**src/rtl/adder_arbiter_pkg.sv**
```systemverilog
// adder_arbiter_pkg: shared FSM encoding and datapath widths for the
// adder arbiter and its sub-modules.
package adder_arbiter_pkg;

    localparam int OPND_W = 4;  // operand width of each requester
    localparam int SUM_W  = 5;  // operand width plus carry-out

    typedef enum logic [1:0] {
        IDLE = 2'd0,
        CALC = 2'd1,
        RESP = 2'd2
    } state_t;

endpackage

```
**src/rtl/adder_arbiter_grant.sv**
```systemverilog
// adder_arbiter_grant: one-hot grant selection. The search starts at index
// ptr and wraps around; with ptr held at zero it degenerates into plain
// lowest-index-wins priority. Built from masks and priority scans only.
module adder_arbiter_grant #(
    parameter int NUM_REQ = 4,
    parameter int ID_W    = 2
) (
    input  logic [NUM_REQ-1:0] req_valid,
    input  logic [ID_W-1:0]    ptr,
    output logic [NUM_REQ-1:0] grant
);

    logic [NUM_REQ-1:0] at_or_above;
    logic [NUM_REQ-1:0] masked;
    logic               hit;

    // Thermometer mask of indices >= ptr: these are searched first.
    genvar gi;
    generate
        for (gi = 0; gi < NUM_REQ; gi++) begin : g_mask
            assign at_or_above[gi] = (ID_W'(gi) >= ptr);
        end
    endgenerate

    assign masked = req_valid & at_or_above;

    // Lowest set bit at/after ptr; if none, wrap to lowest set bit overall.
    always_comb begin
        grant = '0;
        hit   = 1'b0;
        for (int i = 0; i < NUM_REQ; i++) begin
            if (!hit && masked[i]) begin
                grant[i] = 1'b1;
                hit      = 1'b1;
            end
        end
        for (int i = 0; i < NUM_REQ; i++) begin
            if (!hit && req_valid[i]) begin
                grant[i] = 1'b1;
                hit      = 1'b1;
            end
        end
    end

endmodule

```
**src/rtl/ripple_adder4.sv**
```systemverilog
// ripple_adder4: 4-bit ripple-carry adder, no carry-in; out[4] is the
// carry-out. This is the only arithmetic used by the adder arbiter.
module ripple_adder4 (
    input  logic [3:0] inA,
    input  logic [3:0] inB,
    output logic [4:0] out
);

    logic [4:0] carry;

    assign carry[0] = 1'b0;

    genvar gi;
    generate
        for (gi = 0; gi < 4; gi++) begin : g_bit
            assign out[gi]       = inA[gi] ^ inB[gi] ^ carry[gi];
            assign carry[gi + 1] = (inA[gi] & inB[gi]) | (carry[gi] & (inA[gi] ^ inB[gi]));
        end
    endgenerate

    assign out[4] = carry[4];

endmodule

```
**src/rtl/adder_arbiter.sv**
```systemverilog
// adder_arbiter: NUM_REQ requesters share one 4-bit adder. IDLE accepts one
// operand pair, CALC registers the sum, RESP holds it until rsp_ready.
// Define ADDER_ARBITER_RR_EN for round-robin arbitration; otherwise the
// lowest requesting index always wins and no pointer register exists.
module adder_arbiter
    import adder_arbiter_pkg::*;
#(
    parameter int NUM_REQ = 4,
    parameter int ID_W    = 2
) (
    input  logic                      clk,
    input  logic                      rst_n,
    input  logic [NUM_REQ-1:0]        req_valid,
    input  logic [OPND_W*NUM_REQ-1:0] req_a,
    input  logic [OPND_W*NUM_REQ-1:0] req_b,
    output logic [NUM_REQ-1:0]        req_ready,
    output logic                      rsp_valid,
    input  logic                      rsp_ready,
    output logic [SUM_W-1:0]          rsp_sum,
    output logic [ID_W-1:0]           rsp_id,
    output logic                      busy
);

    state_t              state_reg;
    state_t              state_next;
    logic [NUM_REQ-1:0]  grant;
    logic [ID_W-1:0]     ptr;
    logic [ID_W-1:0]     grant_idx;
    logic [OPND_W-1:0]   sel_a;
    logic [OPND_W-1:0]   sel_b;
    logic [OPND_W-1:0]   a_reg;
    logic [OPND_W-1:0]   b_reg;
    logic [ID_W-1:0]     id_reg;
    logic [SUM_W-1:0]    sum_reg;
    logic [SUM_W-1:0]    adder_out;
    logic                accept;

    adder_arbiter_grant #(
        .NUM_REQ (NUM_REQ),
        .ID_W    (ID_W)
    ) u_grant (
        .req_valid (req_valid),
        .ptr       (ptr),
        .grant     (grant)
    );

    ripple_adder4 u_adder (
        .inA (a_reg),
        .inB (b_reg),
        .out (adder_out)
    );

    // Encode the one-hot grant and mux the winner's operands with AND-OR.
    always_comb begin
        grant_idx = '0;
        sel_a     = '0;
        sel_b     = '0;
        for (int i = 0; i < NUM_REQ; i++) begin
            if (grant[i]) begin
                grant_idx = grant_idx | ID_W'(i);
                sel_a     = sel_a | req_a[i*OPND_W +: OPND_W];
                sel_b     = sel_b | req_b[i*OPND_W +: OPND_W];
            end
        end
    end

    assign accept = (state_reg == IDLE) && (|grant);

`ifdef ADDER_ARBITER_RR_EN
    logic [ID_W-1:0]    ptr_reg;
    logic [ID_W-1:0]    ptr_next;
    logic [NUM_REQ-1:0] grant_rot;

    // Rotating the one-hot grant up by one yields (g+1) mod NUM_REQ.
    assign grant_rot = {grant[NUM_REQ-2:0], grant[NUM_REQ-1]};

    // Encode the rotated grant into the next search start.
    always_comb begin
        ptr_next = '0;
        for (int i = 0; i < NUM_REQ; i++) begin
            if (grant_rot[i]) begin
                ptr_next = ptr_next | ID_W'(i);
            end
        end
    end

    // Advance the round-robin pointer past each accepted requester.
    always_ff @(posedge clk or negedge rst_n) begin
        if (!rst_n) begin
            ptr_reg <= '0;
        end else if (accept) begin
            ptr_reg <= ptr_next;
        end
    end

    assign ptr = ptr_reg;
`else
    assign ptr = '0;
`endif

    // State register.
    always_ff @(posedge clk or negedge rst_n) begin
        if (!rst_n) begin
            state_reg <= IDLE;
        end else begin
            state_reg <= state_next;
        end
    end

    // Next-state logic: one accept, one compute cycle, hold until consumed.
    always_comb begin
        state_next = state_reg;
        unique case (state_reg)
            IDLE:    if (accept)    state_next = CALC;
            CALC:                   state_next = RESP;
            RESP:    if (rsp_ready) state_next = IDLE;
            default:                state_next = IDLE;
        endcase
    end

    // Outputs; req_ready is also gated by rst_n because it depends on the
    // live req_valid inputs, which reset alone would not silence.
    always_comb begin
        req_ready = '0;
        rsp_valid = 1'b0;
        busy      = 1'b1;
        unique case (state_reg)
            IDLE: begin
                busy = 1'b0;
                if (rst_n) begin
                    req_ready = grant;
                end
            end
            CALC: ;
            RESP: rsp_valid = 1'b1;
            default: busy = 1'b0;
        endcase
    end

    // Datapath: capture the winner on accept, register the sum in CALC.
    always_ff @(posedge clk or negedge rst_n) begin
        if (!rst_n) begin
            a_reg   <= '0;
            b_reg   <= '0;
            id_reg  <= '0;
            sum_reg <= '0;
        end else begin
            if (accept) begin
                a_reg  <= sel_a;
                b_reg  <= sel_b;
                id_reg <= grant_idx;
            end
            if (state_reg == CALC) begin
                sum_reg <= adder_out;
            end
        end
    end

    assign rsp_sum = sum_reg;
    assign rsp_id  = id_reg;

endmodule

```
**config.mk**
```make
export PLATFORM = sky130hd
export DESIGN_NAME = adder_arbiter
export DESIGN_NICKNAME = d
export VERILOG_FILES = /design/src/rtl/adder_arbiter_pkg.sv /design/src/rtl/adder_arbiter_grant.sv /design/src/rtl/ripple_adder4.sv /design/src/rtl/adder_arbiter.sv
export SDC_FILE = /design/constraint.sdc
export NUM_CORES = 1
export LEC_CHECK = 0
export CAP_MARGIN = 20
export CORE_ASPECT_RATIO = 0.8
export CORE_MARGIN = 2
export CORE_UTILIZATION = 38
export DETAILED_ROUTE_END_ITERATION = 12
export PLACE_DENSITY = 0.82
export SLEW_MARGIN = 25
export SYNTH_ARGS = -nofsm -noshare
export SYNTH_HDL_FRONTEND = slang
export SYNTH_SLANG_ARGS = --single-unit
```
**constraint.sdc**
```tcl
create_clock -name clk -period 1.85 [get_ports clk]
set_input_delay 0.185 -clock clk [delete_from_list [all_inputs] [get_ports clk]]
set_output_delay 0.185 -clock clk [all_outputs]
set_load 0.02 [all_outputs]
```
---- Word-level counts from Yosys, hierarchy flattened ----
Cells that the tools add are included.
storage, ports and cells
  flip-flop bits (word level) ............. 17
  bits of input ports ..................... 39
  output and inout port bits .............. 13
  word-level logic and storage cells ...... 83
operators by class
  equality and inequality tests ........... 4
  mux-type cells .......................... 32
  bitwise operators ....................... 23
  reductions and logical operators ........ 19
operators by type and width
  operator                                              number
  2-to-1 mux 4 bit                                      10
  bitwise OR 4 bit                                      6
  2-to-1 mux 1 bit                                      17
  logical AND 1 bit                                     8
  2-to-1 mux 2 bit                                      4
  AND 1 bit                                             7
  zero test 1 bit                                       7
  bitwise XOR 1 bit                                     7
  case mux 2 bit (3 select lines)                       1
  != test 2 bit (second input constant)                 2
  OR reduction 4 bit                                    1
  bitwise OR 1 bit                                      3
  equality test 2 x 1 -> 1 bit (second input constant)  1
  equality test 2 bit (second input constant)           1
  zero test 2 bit                                       1
  AND reduction 2 bit                                   1
  OR reduction 2 bit                                    1

---- Longest topological paths before layout ----
Gate-level depths: netlist (run 1).
  word-level depth ........................ 26
  depth in mapped cells ................... 8
  mapped depth without buffers ............ 8

---- Cells and area by module ----
A second synthesis (run 1) with hierarchy kept.
unflattened totals
  cells, all modules ...................... 113
  area, all modules ....................... 1142.3 µm²
by module, submodules not included
  module               times used  cells each  area each (µm²)  sequential area each (µm²)
  adder_arbiter        1           83          924.6            425.4
  ripple_adder4        1           14          110.1            0.0
  adder_arbiter_grant  1           16          107.6            0.0

---- Worst setup path after synthesis (run 1) ----
OpenSTA, ideal clock, no wires.
  path type ............................... flip-flop to flip-flop
  start point ............................. reg a_reg[0]
  end point ............................... reg sum_reg[3] (netlist: rsp_sum[3])
  setup time .............................. 0.079 ns
  data arrival time ....................... 1.707 ns
  data required time ...................... 1.771 ns
  path slack .............................. 0.064 ns
  cell stages (with the launch flop) ...... 9
  path buffers ............................ 0
  clock period less this slack ............ 1.786 ns
  path through ............................ dfrtp_1 > ha_1 > inv_1 > fa_1 > inv_1 > fa_1 > inv_1 > fa_1 > mux2i_1
on the way
  cells in the longest elaborated chain, start to end .. 6
ends and longest elaborated chain
  element                  line                  text
  from (decl)              adder_arbiter.sv:31   logic [OPND_W-1:0] a_reg;
  from (signal assigned)   adder_arbiter.sv:149  a_reg <= sel_a;
  AND 1 bit (2 in series)  ripple_adder4.sv:17   assign carry[gi + 1] = (inA[gi] & inB[gi]) | (carry[gi] & (inA[gi] ^ inB[gi]));
  bitwise OR 1 bit         ripple_adder4.sv:17
  AND 1 bit                ripple_adder4.sv:17
  bitwise OR 1 bit         ripple_adder4.sv:17
  bitwise XOR 1 bit        ripple_adder4.sv:16   assign out[gi] = inA[gi] ^ inB[gi] ^ carry[gi];
  to (signal assigned)     adder_arbiter.sv:154  sum_reg <= adder_out;
  to (decl)                adder_arbiter.sv:34   logic [SUM_W-1:0] sum_reg;
Every way passes these cells.
A chain may end at the register's enable or synchronous reset.

---- Worst setup path after layout (run 1) ----
Ends and elaborated chain as after synthesis.

==> out/results.tsv, run 1 <==
stage	metric	value	unit
layout	final_core_util	60.57	%
routing	ant_nets	0	
sta	rsz0062_at_grt	yes	
critical_path	path_max_fanout	2	
critical_path	r2r_end	rsp_sum[3]	
global_routing	grt_max_degree	17	
routing	num_vias	1127	
placed_design	dpl.hpwl	2.452	mm
cts	clock_path_buffers	2	
synth	ys_seq_area_share	36.09	%
cts	cts_root_buf	clkbuf_8	
layout	largest_reg_flops	5	
sta	worstMarginPinSlew	0.3980	ns
layout	fill_cells	254	
routing	firstDrtPassIters	4	
placed_design	port_buffers	51	
die	die_x	66.27	um
sta	final_hold_viol_count	0	
critical_path	path_common_cell	inv_2	
sta	clock.fmax	535.8	MHz
placed_design	post_dp_cell_area	1768	sq um
critical_path	rrSetupSlack	-0.02	ns
die	dieArea	3566	sq um
power	sw_frac_of_total	38.92	%
critical_path	crit_path_top_delay_cell	dfrtp_1	
synth	yosysTopAreaCell	dfrtp_1	
synth	yosysWarnings	0	
global_routing	antenna_found_initial	0	
power	p_leak	0.8142	nW
critical_path	worstSetupEndpointType	register	
synth	syn_inst	127	
power	p_per_area	1251	nW/um^2
power	power.share.clock	12.2	%
sta	finalCriticalPeriod	1.867	ns
routing	wirelength	3.067	mm
die	io_pins	52	
synth	yosysTopAreaCellShare	36.09	%
power	power_switching	0.0008897	W
cts	cts_tree	done	
synth	syn-num-nets	174	
job	drv_cap	0	
cts	path_clk_slew	0.07	ns
global_routing	grt_pass1_vias	1094	
power	ir_drop	0.6977	mV
hold_path	min_path_type	input pin to async pin	
layout	area_delta_synth_final	55.10	%
sta	finalCritPeriodShare	100.9	%
layout	final_cell_mix	clkdlybuf4s50_1 (47), dfrtp_1 (17), inv_1 (16)	
critical_path	path_class	register to register	
critical_path	cp.required	2.03	ns
routing	wl_per_cell	13.57	um
run_status	violations	negative setup slack	
layout	layout.nets	234	
layout	drive_above_1_share	14.52	%
critical_path	r2r-start	a_reg[0]	
layout	ff_latch_area	425.4	sq um
die	rows	18	
synth	synth_area_per_cell	9.281	sq um
synth	ys_ff_latch	17	
cts	numClockSinks	17	
routing	viasPerCell	4.987	
critical_path	path_cells	ha_2, inv_2, fa_2, inv_2, fa_2, inv_2, fa_1, mux2i_1	
synth	synthTopCellsByArea	dfrtp_1 (36%), inv_1 (6.1%), nand3b_1 (5.7%)	
power	comb_power_share	58.3	%
die	core	3018	sq um
critical_path	slowest_delay	0.40	ns
global_routing	gr-total-overflow	0	
sta	setup_violations	1	
layout	final_common_cell	clkdlybuf4s50_1	
critical_path	worstSetupStartpointType	register	
power	pwr-share-seq	29.5	%
sta	slew_headroom	73.22	%
global_routing	grt_usage	18.37	%
synth	synth.distinct_cells	28	
cts	cts_max_level	1	
routing	drt_iter0_drc	31	
sta	worst_slack	-0.01653	ns
layout	design_area	1828	sq um
cts	cts_buffers	3	
run_status	status	finished with violations	
placed_design	place.gp.congestion	0.8705	
layout	antenna_cells	0	
cts	ctsHoldBuffers	0	
critical_path	reg2reg_depth	8	
synth	syn_area	1179	sq um
global_routing	grt_pass1_wl	4.878	mm
cts	clock_latency	0.25	ns
power	internal-power	0.001396	W
die	start_util	39.05	%
layout	multi_input_area	635.6	sq um
die	dieHeight	53.82	um
routing	drc	0	
sta	slew_violations	0	
critical_path	cp.arrival	2.05	ns
sta	skew	0.003564	ns
## cell usage after synthesis
master	number
and4b_1	1
inv_1	19
o21ai_0	2
buf_6	2
a211o_1	1
ha_1	5
clkbuf_1	3
nor2b_1	2
nand3_1	1
a22o_1	7
nor4b_2	1
o41a_4	1
buf_2	4
nor3_1	1
a31oi_1	7
a41oi_2	1
mux2i_1	3
mux2_1	3
a21oi_1	8
dfrtp_1	17
nand3b_1	9
nor4_1	1
nor2_1	8
fa_1	3
nand2_1	9
o21a_1	5
and3_1	2
o21ai_1	1
## how the worst max path moves through the flow
stage | startpoint | to | slack, ns | depth (start not counted)
2_1_floorplan | a_reg[0] | rsp_sum[3] | 0.06 | 8
5_1_grt | a_reg[0] | rsp_sum[3] | -0.13 | 8
6_report | a_reg[0] | rsp_sum[3] | -0.02 | 8
3_5_place_dp | req_valid[2] | req_ready[2] | -0.07 | 5
4_1_cts | a_reg[0] | rsp_sum[3] | -0.03 | 8
3_3_place_gp | req_valid[0] | req_ready[3] | -0.06 | 4
## critical path, delay by kind of cell, from the launching register on
kind	cells	cell delay (ns)
fa+ha+maj	4	1.12
buf+inv	3	0.15
flops	1	0.40
mux	1	0.13
## final cells by class
| class | instances | area share (%) |
|---|---|---|
| clock inverter | 1 | 0.2738 |
| sequential | 17 | 23.27 |
| clock buffer | 3 | 2.259 |
| tap | 40 | 2.738 |
| timing repair buffer | 64 | 32.79 |
| inverter | 19 | 3.901 |
| multi-input combinational | 82 | 34.77 |
## metrics by stage
stage                     instances  hold WS, ns  total power [W]  setup TNS [ns]  setup WS [ns]
after floorplan                 127      -0.1106         0.001478               0        0.06351
after global placement          220       0.4664         0.001894         -0.1530       -0.05818
after detailed placement        220       0.4794         0.001962         -0.2334       -0.07261
after CTS                       225       0.3523         0.002283        -0.03458       -0.03458
after global routing            226       0.3708         0.002494         -0.2223        -0.1318
final                           226       0.3592         0.002286        -0.01653       -0.01653
## logic make-up (layout without fill, tap and decap cells)
kind of cell / count (synthesis) / after routing / synth area share (%)
compound gates: 33 / 33 / 20.70
flops: 17 / 17 / 36.09
buf+inv: 28 / 87 / 10.62
fa+ha+maj: 8 / 8 / 10.40
mux: 6 / 6 / 5.414
simple gates: 35 / 35 / 16.77
## power groups by stage
| stage | combinational [W] | sequential [W] | clock (W) |
|---|---|---|---|
| after detailed placement | 0.00128 | 0.000683 | 0 |
| after global placement | 0.00122 | 0.000670 | 0 |
| after global routing | 0.00148 | 0.000701 | 0.000311 |
| final | 0.00133 | 0.000675 | 0.000279 |
| after floorplan | 0.000719 | 0.000758 | 0 |
| after CTS | 0.00132 | 0.000677 | 0.000287 |
## what timing repair did
| item | CTS | global route |
|---|---|---|
| hold endpoints to repair | 0 | 0 |
| setup buffers | 1 | 1 |
| pin swaps | 3 | 4 |
| endpoints found under the setup margin | 5 | 4 |
| gates resized for setup | 10 | 3 |
## routing by layer
layer / part of all wire [%] / global-route usage, % / vias up
li1: - / - / 553
met1: 45 / 23.72 / 527
met2: 47 / 31.17 / 43
met3: 6.5 / 3.556 / 4
met4: 1.4 / 6.463 / 0
met5: 0 / 0 / -
Power figures use the tool's default switching activity.
==> run 2: changes to the inputs <==
Settings changed: CAP_MARGIN 20 to unset, CTS_CLUSTER_SIZE set to 40.
==> results of run 2 <==
Same layout as run 1: the final DEF is identical, and so are final timing and power.
==> run 3: changes to the inputs <==
Settings changed: CORE_MARGIN 2 to unset, CTS_CLUSTER_SIZE 40 to 24.
==> out/results.tsv, run 3 (synthesis gave the netlist of run 1 again) <==
stage	metric	value	unit
placed_design	dpl.hpwl	2.659	mm
run_status	status	finished with violations	
sta	setup_violations	1	
die	start_util	41.35	%
layout	final_common_cell	clkdlybuf4s50_1	
sta	slew_violations	0	
power	ir_drop	0.6380	mV
sta	finalCriticalPeriod	1.895	ns
die	rows	17	
routing	firstDrtPassIters	4	
layout	layout.nets	238	
layout	antenna_cells	0	
layout	largest_reg_flops	5	
layout	final_cells	228	
die	io_pins	52	
global_routing	grt_pass1_vias	1144	
sta	finalCritPeriodShare	102.4	%
critical_path	worstSetupEndpointType	register	
cts	cts_buffers	3	
sta	clock.fmax	527.7	MHz
routing	wl_per_cell	14.50	um
layout	area_delta_synth_final	57.86	%
critical_path	crit_path_top_delay_cell	fa_1	
power	p_leak	0.8427	nW
critical_path	critPathTopFamily	adder cells	
global_routing	grt_pass1_wl	5.457	mm
placed_design	port_buffers	51	
sta	worst_slack	-0.04511	ns
placed_design	placed_cells	222	
sta	rsz0062_at_grt	yes	
sta	worstMarginPinSlew	0.3761	ns
sta	skew	0.006387	ns
critical_path	slowest_delay	0.48	ns
global_routing	antenna_found_initial	0	
cts	cts_tree	done	
layout	final_core_util	65.28	%
sta	fin_tns_setup	-0.04511	ns
global_routing	grt_usage	22.02	%
critical_path	cp.required	1.98	ns
cts	cts_root_buf	clkbuf_8	
cts	numClockSinks	17	
hold_path	min_path_type	input pin to async pin	
job	drv_cap	0	
cts	cts_max_level	1	
run_status	violations	negative setup slack	
critical_path	path_common_cell	inv_2	
placed_design	place_ws	-0.1305	ns
routing	num_vias	1165	
placed_design	place.gp.congestion	0.7954	
layout	final_cell_mix	clkdlybuf4s50_1 (46), dfrtp_1 (17), buf_4 (17)	
critical_path	path_cells	ha_2, inv_2, fa_2, inv_2, fa_2, inv_2, fa_1, mux2i_1	
die	dieArea	3330	sq um
routing	wirelength	3.306	mm
routing	drc	0	
routing	viasPerCell	5.110	
cts	clock_path_buffers	2	
sta	final_hold_viol_count	0	
die	core	2850	sq um
critical_path	crit_buf_inv	3	
die	dieHeight	51.82	um
sta	slew_headroom	74.70	%
power	p_per_area	1269	nW/um^2
critical_path	path_max_fanout	2	
global_routing	grt_max_degree	17	
die	die_x	64.27	um
critical_path	worstSetupStartpointType	register	
critical_path	path_class	register to register	
layout	drive_above_1_share	16.84	%
cts	path_clk_slew	0.07	ns
global_routing	gr-total-overflow	0	
routing	ant_nets	0	
critical_path	cp.arrival	2.03	ns
cts	clock_latency	0.26	ns
routing	drt_iter0_drc	54	
## run 3: changes by cell type in the layout (fill, tap and decap cells not counted)
| cell | delta |
|---|---|
| buf_4 | +4 |
| clkdlybuf4s50_1 | -1 |
| dlygate4sd1_1 | +1 |
| dlygate4sd2_1 | -1 |
| dlymetal6s2s_1 | +1 |
| ha_1 | -1 |
| ha_2 | +1 |
## run 3: repair_timing
item                                    CTS  global route
buffers inserted                          0             2
pin swaps                                 2             2
hold buffers                              0             0
endpoints found under the setup margin    5             6
gates resized for setup                  10             6
## run 3: final timing paths
path | cells after the start | to | slack [ns] | from
max reg2reg | 8 | rsp_sum[3] | -0.05 | a_reg[0]
max in group asynchronous | 2 | b_reg[2] | 1.28 | rst_n
min | 2 | rsp_id[0] | 0.32 | rst_n
min reg2reg | 1 | rsp_sum[0] | 0.49 | rsp_sum[0]
max | 8 | rsp_sum[3] | -0.05 | a_reg[0]
min in group clk | 1 | rsp_sum[0] | 0.49 | rsp_sum[0]
## run 3: layout make-up
cell class	count	area [sq um]
clock buffer	3	41.29
clock inverter	1	5.005
fill	258	989.7
inverter	19	71.32
multi-input combinational	82	638.1
sequential	17	425.4
tap	38	47.55
timing repair buffer	68	631.9
## run 3: through the flow
step | total power (W) | hold slack [ns] | cell area [sq um]
final | 0.002360 | 0.3200 | 1861
after global routing | 0.002548 | 0.3221 | 1861
after CTS | 0.002327 | 0.3175 | 1847
after detailed placement | 0.002017 | 0.4789 | 1795
after global placement | 0.001934 | 0.4674 | 1795
after floorplan | 0.001478 | -0.1106 | 1179
## run 3: routing by layer
metal  vias up  global-route usage, %  part of all wire (%)
li1        558                      -                     -
met2        42                  41.23                    52
met5         -                      0                     0
met4         0                  4.444                  0.67
met1       563                  25.96                    42
met3         2                  4.825                   5.6
## run 3: where the power goes
part / internal, W / switching, W
registers: 0.000566 / 0.000116
clock network: 0.000150 / 0.000129
logic: 0.000717 / 0.000682
total: 0.00143 / 0.000928
